## src/rtl/instruction_fetch.sv

```systemverilog
// Fetch stage: PC, imem req/ack, IR to decoder; IFETCH_TIMEOUT_EN adds the fetch timeout.
// Latency: ack at N gives ir_valid at N+1. Backpressure: stall holds ISSUE with IR and pc frozen.
module instruction_fetch #(
  parameter int PC_W    = 8,
  parameter int TIMEOUT = 15
) (
  input  logic            clk,
  input  logic            rst,
  output logic            imem_req,
  output logic [PC_W-1:0] imem_addr,
  input  logic            imem_ack,
  input  logic [15:0]     imem_data,
  output logic [3:0]      opcode,
  output logic [3:0]      DA,
  output logic [3:0]      SA,
  output logic [3:0]      SB,
  output logic            ir_valid,
  input  logic            stall,
  input  logic            take_branch,
  input  logic [PC_W-1:0] branch_target,
  output logic [PC_W-1:0] pc,
  output logic            halted,
  output logic            fetch_err
);

  typedef enum logic [1:0] {
    s_idle,
    s_wait,
    s_issue,
    s_halt
  } state_t;

  state_t      state;
  state_t      state_nxt;
  logic [15:0] ir;
  logic        ir_load;
  logic        pc_inc;
  logic        pc_branch;
  logic        tmo_hit;
  logic        is_halt;

  // HALT is opcode 1111 with DA 1111; opcode 1111 with any other DA is a NOP
  assign is_halt = (ir[15:8] == 8'hFF);

`ifdef IFETCH_TIMEOUT_EN
  localparam int CNT_W = $clog2(TIMEOUT + 1);

  logic [CNT_W-1:0] tmo_cnt;
  logic             err_q;

  // Fires on the TIMEOUT-th consecutive WAIT cycle without ack; an ack that cycle still wins
  assign tmo_hit = (state == s_wait) && !imem_ack && (tmo_cnt == CNT_W'(TIMEOUT - 1));

  always_ff @(posedge clk) begin
    if (rst) begin
      tmo_cnt <= '0;
      err_q   <= 1'b0;
    end else begin
      if ((state_nxt == s_wait) && (state != s_wait)) begin
        tmo_cnt <= '0;
      end else if ((state == s_wait) && !imem_ack) begin
        tmo_cnt <= tmo_cnt + 1'b1;
      end
      if (tmo_hit) begin
        err_q <= 1'b1;
      end
    end
  end

  assign fetch_err = err_q;
`else
  assign tmo_hit   = 1'b0;
  assign fetch_err = 1'b0;
`endif

  always_comb begin
    state_nxt = state;
    ir_load   = 1'b0;
    pc_inc    = 1'b0;
    pc_branch = 1'b0;
    case (state)
      s_idle: begin
        state_nxt = s_wait;
      end
      s_wait: begin
        if (imem_ack) begin
          ir_load   = 1'b1;
          pc_inc    = 1'b1;
          state_nxt = s_issue;
        end else if (tmo_hit) begin
          state_nxt = s_halt;
        end
      end
      s_issue: begin
        if (!stall) begin
          if (is_halt) begin
            state_nxt = s_halt;
          end else begin
            pc_branch = take_branch;
            state_nxt = s_wait;
          end
        end
      end
      s_halt: begin
        state_nxt = s_halt;
      end
      default: begin
        state_nxt = s_idle;
      end
    endcase
  end

  always_ff @(posedge clk) begin
    if (rst) begin
      state <= s_idle;
      ir    <= 16'h0000;
      pc    <= '0;
    end else begin
      state <= state_nxt;
      if (ir_load) begin
        ir <= imem_data;
      end
      // The increment wraps naturally at 2^PC_W
      if (pc_branch) begin
        pc <= branch_target;
      end else if (pc_inc) begin
        pc <= pc + 1'b1;
      end
    end
  end

  assign imem_req  = (state == s_wait);
  assign imem_addr = pc;
  assign ir_valid  = (state == s_issue);
  assign halted    = (state == s_halt);
  assign opcode    = ir[15:12];
  assign DA        = ir[11:8];
  assign SA        = ir[7:4];
  assign SB        = ir[3:0];

endmodule
```

## config.mk

```make
export PLATFORM = sky130hd
export DESIGN_NAME = instruction_fetch
export DESIGN_NICKNAME = d
export VERILOG_FILES = /design/src/rtl/instruction_fetch.sv
export SDC_FILE = /design/constraint.sdc
export NUM_CORES = 1
export LEC_CHECK = 0
export CORE_MARGIN = 4
export CORE_UTILIZATION = 40
export DETAILED_ROUTE_END_ITERATION = 8
export GPL_TIMING_DRIVEN = 0
export MAX_ROUTING_LAYER = met4
export PLACE_DENSITY = 0.79
export SLEW_MARGIN = 40
export SYNTH_ARGS = -nofsm -noshare
export SYNTH_HDL_FRONTEND = slang
export SYNTH_SLANG_ARGS = --single-unit
```

## constraint.sdc

```tcl
create_clock -name clk -period 2 [get_ports clk]
set_clock_uncertainty 0.05 [all_clocks]
set_input_delay 0.6 -clock clk [delete_from_list [all_inputs] [get_ports clk]]
set_output_delay 0.6 -clock clk [all_outputs]
set_load 0.01 [all_outputs]
```

==> results of run 1 <==
-- cells by family (layout without fill, tap and decap cells) --
group	Yosys count	after routing	share of synthesized area, %
compound gates	33	33	17.7
other cells	1	1	0.308
buf+inv	17	89	8.85
flops	26	26	42.8
fa+ha+maj	1	1	1.03
simple gates	66	66	27.9
xor+xnor	2	2	1.44
-- per-stage QoR --
stage               setup WS [ns]  hold slack (ns)  utilization, %  instances
finish                     0.0438            0.413            70.5        249
global route              0.00341            0.430            70.5        249
CTS                       0.00569            0.415            69.1        246
detailed placement         -0.238            0.397            66.3        239
global placement           -0.177            0.392            66.3        239
floorplan                   0.431            0.431               -        146
-- routing by layer --
metal / vias to the layer above / global-route usage [%] / routed length [microns]
li1: 643 / - / -
met1: 575 / 20.1 / 1490
met2: 62 / 30.6 / 1750
met3: 4 / 3.91 / 274
met4: 0 / 4.13 / 20
met5: - / - / 0
-- placed cells by master (no fill, tap or decap), types with 3 or more instances in the layout --
| cell | netlist | routed |
|---|---|---|
| nand4_1 | 3 | 3 |
| clkbuf_1 | 4 | 4 |
| a211oi_1 | 3 | 3 |
| clkdlybuf4s50_1 | 0 | 53 |
| dlymetal6s2s_1 | 0 | 5 |
| clkbuf_4 | 0 | 3 |
| nor3_1 | 4 | 4 |
| dfxtp_1 | 26 | 17 |
| a21oi_1 | 20 | 20 |
| nor2_1 | 7 | 7 |
| dlygate4sd2_1 | 0 | 3 |
| nand3_1 | 4 | 4 |
| nand2_1 | 36 | 36 |
| buf_4 | 9 | 16 |
| dfxtp_4 | 0 | 8 |
-- registers in the layout, summed over array words and instances (netlist names) --
| name | count |
|---|---|
| state | 2 |
| imem_addr | 8 |
| ir | 16 |
-- worst max-delay path by stage --
stage / start / to / slack [ns] / depth (start not counted)
finish: imem_addr[3] / pc[3] / 0.04 / 2
global route: state[0] / imem_req / 0.003 / 3
CTS: imem_addr[1] / pc[1] / 0.006 / 2
detailed placement: imem_ack / ir[13] / -0.24 / 6
global placement: imem_ack / ir[0] / -0.18 / 6
floorplan: stall / imem_addr[5] / 0.43 / 4
-- what timing repair did --
| action | 4_1_cts | 5_1_grt |
|---|---|---|
| gates cloned | 0 | 0 |
| gates resized for setup | 17 | 9 |
| buffers inserted | 3 | 3 |
| setup endpoints to repair | 15 | 7 |
-- worst max-delay path: cells and delay by family (launching register included) --
kind	cells	cell delay (ns)
buffers and inverters	2	0.61
flip-flops	1	0.38
-- cell type report --
| class | instances | area [sq um] | share of cell area, % |
|---|---|---|---|
| tap | 31 | 38.8 | 1.94 |
| sequential | 26 | 552 | 27.7 |
| buffer | 17 | 108 | 5.40 |
| clock buffer | 4 | 36.3 | 1.82 |
| multi-input combinational | 103 | 588 | 29.5 |
| timing repair buffer | 68 | 672 | 33.7 |
-- power by group --
part,total [mW],switching (mW),internal [mW],leakage [nW]
Clock,0.266,0.154,0.111,0.0210
Sequential,0.553,0.0190,0.534,0.218
Combinational,0.224,0.0922,0.132,0.611
Total,1.04,0.266,0.777,0.851
==> impl_metrics.tcl, run 1 <==
set metrics [dict create \
    wl_per_cell_microns 14.2 \
    yosys-top-cells-area "dfxtp_1 (43%), nand2_1 (11%), a21oi_1 (8.2%)" \
    antenna_left 0 \
    firstDrtPassIters 4 \
    synth_warnings 0 \
    ys_seq_area_share_pct 42.8 \
    clock_latency_ns 0.32 \
    synth_seq_cells 26 \
    p_per_area_mw_per_mm2 523 \
    power_mw 1.04 \
    clock_sinks 26 \
    vdd_drop_max_v 0.000370 \
    synth_edf_count 0 \
    std_cell_rows 19 \
    netlist_instances 146 \
    yosys.area.top_type "dfxtp_1" \
    path_class "reg2out" \
    slew_viol_final 0 \
    vias 1284 \
    cts.clk_slew.worst_paths_ns 0.14 \
    post-route-min-period_ns 1.96 \
    critPathMaxStageDelay_ns 0.52 \
    leakage_nw 0.851 \
    routed_wl_microns 3540 \
    num_antenna_cells 0 \
    finalHoldViolCount 0 \
    drt_iter0_drc 55 \
    setup_viol 0 \
    grt_max_degree 15 \
    worstReg2RegStart "ir[14]" \
    drc 0 \
    ys_types 36 \
    worstPathMaxFanout 3 \
    ios 65 \
    syn_area_sq_mm 0.00122 \
    dpl_cell_area_sq_mm 0.00188 \
    start_util_pct 43.0 \
    rsz0062_at_grt "no" \
    dp_hpwl_microns 2680 \
    vias_per_cell 5.16 \
    synthTopCellsByCount "nand2_1 (36), dfxtp_1 (26), a21oi_1 (20), buf_4 (9), nor2_1 (7)" \
    layout.nets 249 \
    grt_usage_pct 17.4 \
    synth_most_common_cell "nand2_1" \
    min_period_over_period_pct 97.8 \
    gp_congestion 0.843 \
    r2r_end "imem_addr[5]" \
    crit_path_end_kind "output pin" \
    hold_path_class "reg2reg" \
    area_delta_synth_final_pct 64.0 \
    fin_tns_setup_ns 0 \
    reg2reg_slack_ns 0.42 \
    maxCapViolCount 0 \
    grt_pass1_vias 1207 \
    reg2reg_depth 4 \
    fmax_mhz 511 \
    cts-buffers-inserted 3 \
    grt_pass1_wl_microns 5520 \
    die_height_microns 63.1 \
    clockBufferDepth 2 \
    overflow 0 \
    hold-path-cell-count 2 \
    start_kind "flop" \
    synth_top_flop_cell "dfxtp_1" \
    status "completed" \
    cts-hold-fix-buffers 0 \
    fin_area_sq_mm 0.00199 \
    fillers 243 \
    cp.arrival_ns 1.31 \
    synth_top_area_share_pct 42.8 \
    port_buffers 62 \
    cts_tree "built" \
    core_area_sq_mm 0.00283 \
    async_flop_share_pct 0 \
    holdCritStartpoint "ir[2]" \
    antenna_found_initial 0 \
    synth_nets 176 \
    drive_above_1_share_pct 18.3 \
    required_ns 1.35 \
    crit_path_top_delay_cell "clkdlybuf4s50_1" \
    dieArea_sq_mm 0.00399 \
    crit_chain "buf_4 -> clkdlybuf4s50_1" \
    syn_area_per_cell_sq_um 8.33 \
    chipWidth_microns 63.1 \
    cts-root-buf "clkbuf_4" \
    hold-path-endpoint "ir[2]" \
    cts.htree.levels 1 \
]
Note: power is estimated with default switching activity, not from simulation.
==> run 2, diff against run 1 <==
--- a/config.mk
+++ b/config.mk
@@ -7,10 +7,11 @@
 export LEC_CHECK = 0
 export CORE_MARGIN = 4
 export CORE_UTILIZATION = 40
+export CTS_BUF_LIST = sky130_fd_sc_hd__clkbuf_2
 export DETAILED_ROUTE_END_ITERATION = 8
 export GPL_TIMING_DRIVEN = 0
 export MAX_ROUTING_LAYER = met4
-export PLACE_DENSITY = 0.79
+export PLACE_DENSITY_LB_ADDON = 0.1
 export SLEW_MARGIN = 40
 export SYNTH_ARGS = -nofsm -noshare
 export SYNTH_HDL_FRONTEND = slang
==> impl_metrics.tcl, run 2 (synthesis results as in run 1) <==
set metrics [dict create \
    grt_max_degree 15 \
    fin_util_pct 72.0 \
    reg2reg_slack_ns 0.36 \
    start_kind "flop" \
    area_delta_synth_final_pct 67.6 \
    antenna_left 0 \
    cts.clk_slew.worst_paths_ns 0.25 \
    slew_viol_final 0 \
    drt_iter0_drc 50 \
    status "completed" \
    drive_above_1_share_pct 26.7 \
    drc 0 \
    dp_hpwl_microns 2630 \
    path_delay_family "buffers and inverters" \
    largest_register "ir" \
    pwr-share-seq_pct 56.1 \
    crit_chain "clkdlybuf4s50_1" \
    p_sw_share_pct 27.7 \
    hold_path_class "reg2reg" \
    ios 65 \
    r2r_end "imem_addr[5]" \
    final_common_cell "clkdlybuf4s50_1" \
    min_period_over_period_pct 97.7 \
    fin_area_sq_mm 0.00204 \
    holdCritStartpoint "ir[2]" \
    std_cell_rows 19 \
    fmax_mhz 512 \
    cp.arrival_ns 1.30 \
    dpl_worst_slack_ns -0.229 \
    power_frac_clock_pct 20.9 \
    grt_pass1_wl_microns 5510 \
    grt_usage_pct 17.7 \
    path_class "reg2out" \
    critPathMaxStageDelay_ns 0.54 \
    core_area_sq_mm 0.00283 \
    cts_tree "built" \
    place_inst 239 \
    die_height_microns 63.1 \
    cts-buffers-inserted 3 \
    maxCapViolCount 0 \
    clock_sinks 26 \
    setup_viol 0 \
    hold-path-endpoint "ir[2]" \
    worstReg2RegStart "ir[13]" \
    cts-hold-fix-buffers 0 \
    required_ns 1.35 \
    layout_common_cells "clkdlybuf4s50_1 (43), nand2_1 (36), buf_4 (22)" \
    cts-root-buf "clkbuf_2" \
    vias_per_cell 5.13 \
    switchingPower_mw 0.275 \
    internal_power_mw 0.717 \
    dpl_cell_area_sq_mm 0.00188 \
    clockBufferDepth 2 \
    crit_path_top_delay_cell "clkdlybuf4s50_1" \
    wl_per_cell_microns 14.1 \
    num_antenna_cells 0 \
    firstDrtPassIters 4 \
    p_per_area_mw_per_mm2 487 \
    reg2reg_depth 5 \
    start_util_pct 43.0 \
    dieArea_sq_mm 0.00399 \
    layout.nets 256 \
    gp_congestion 0.742 \
    post-route-min-period_ns 1.95 \
    leakage_nw 0.969 \
    combinationalPowerShare_pct 23.0 \
    setup_slack_ns 0.0460 \
    path_buf_inv 1 \
    finalHoldViolCount 0 \
    port_buffers 62 \
    antenna_found_initial 0 \
    vdd_drop_max_v 0.000459 \
    chipWidth_microns 63.1 \
    clock_latency_ns 0.37 \
    hold-path-cell-count 2 \
    crit_path_end_kind "output pin" \
    stdcell_count 256 \
    routed_wl_microns 3610 \
    vias 1312 \
    worstPathMaxFanout 2 \
    overflow 0 \
    cts.htree.levels 1 \
    largest_register_ffs 16 \
    grt_pass1_vias 1255 \
]
[run 2: worst register-to-register path, stage by stage, from the launching register on]
cell       delay (ns)
dfxtp_2          0.40
buf_4            0.10
nand4_1          0.18
o21ai_2          0.44
nor2_1           0.10
a2111oi_2        0.28
[run 2: area by class of cell]
type	instances	area [sq um]
buffer	17	108
clock buffer	3	15.0
sequential	26	564
multi-input combinational	103	588
fill	234	791
timing repair buffer	75	721
tap	31	38.8
clock inverter	1	3.75
[run 2: what timing repair did]
action / CTS / global route
setup endpoints to repair: 23 / 18
buffers inserted: 8 / 5
resized for setup: 31 / 19
pin swaps: 0 / 0
[run 2: how the worst max path moves through the flow]
stage	start	cells past startpoint	slack, ns	to
6_report	ir[1]	1	0.05	SB[1]
5_1_grt	imem_addr[3]	1	-0.005	imem_addr[3]
2_1_floorplan	stall	4	0.43	imem_addr[5]
3_5_place_dp	imem_ack	6	-0.23	ir[0]
4_1_cts	imem_addr[1]	1	0.01	imem_addr[1]
3_3_place_gp	imem_ack	6	-0.19	ir[8]
[run 2: power groups by stage]
stage               combinational (mW)  clock (mW)  sequential [mW]
floorplan                       0.0821           0            0.580
global placement                 0.214           0            0.571
detailed placement               0.219           0            0.573
CTS                              0.223       0.209            0.556
global route                     0.246       0.232            0.561
finish                           0.228       0.207            0.557
[run 2: metal layers]
metal	global-route usage, %	vias up	wire [microns]
met5	-	-	0
met4	6.89	0	55
met3	4.09	5	225
met2	30.4	41	1820
met1	19.8	609	1500
li1	-	657	-
[run 2: metrics by stage]
step / TNS [ns] / power [mW] / hold slack, ns
floorplan: 0 / 0.662 / 0.431
global placement: -2.19 / 0.786 / 0.392
detailed placement: -2.62 / 0.792 / 0.399
CTS: 0 / 0.989 / 0.425
global route: -0.0122 / 1.04 / 0.456
finish: 0 / 0.992 / 0.424
==> run 3, diff against run 2 <==
--- a/config.mk
+++ b/config.mk
@@ -5,6 +5,7 @@
 export SDC_FILE = /design/constraint.sdc
 export NUM_CORES = 1
 export LEC_CHECK = 0
+export ABC_AREA = 0
 export CORE_MARGIN = 4
 export CORE_UTILIZATION = 40
 export CTS_BUF_LIST = sky130_fd_sc_hd__clkbuf_2
@@ -12,7 +13,6 @@
 export GPL_TIMING_DRIVEN = 0
 export MAX_ROUTING_LAYER = met4
 export PLACE_DENSITY_LB_ADDON = 0.1
-export SLEW_MARGIN = 40
 export SYNTH_ARGS = -nofsm -noshare
 export SYNTH_HDL_FRONTEND = slang
 export SYNTH_SLANG_ARGS = --single-unit
==> results of run 3 <==
The final DEF is identical to that of run 2; final timing and power are the same.
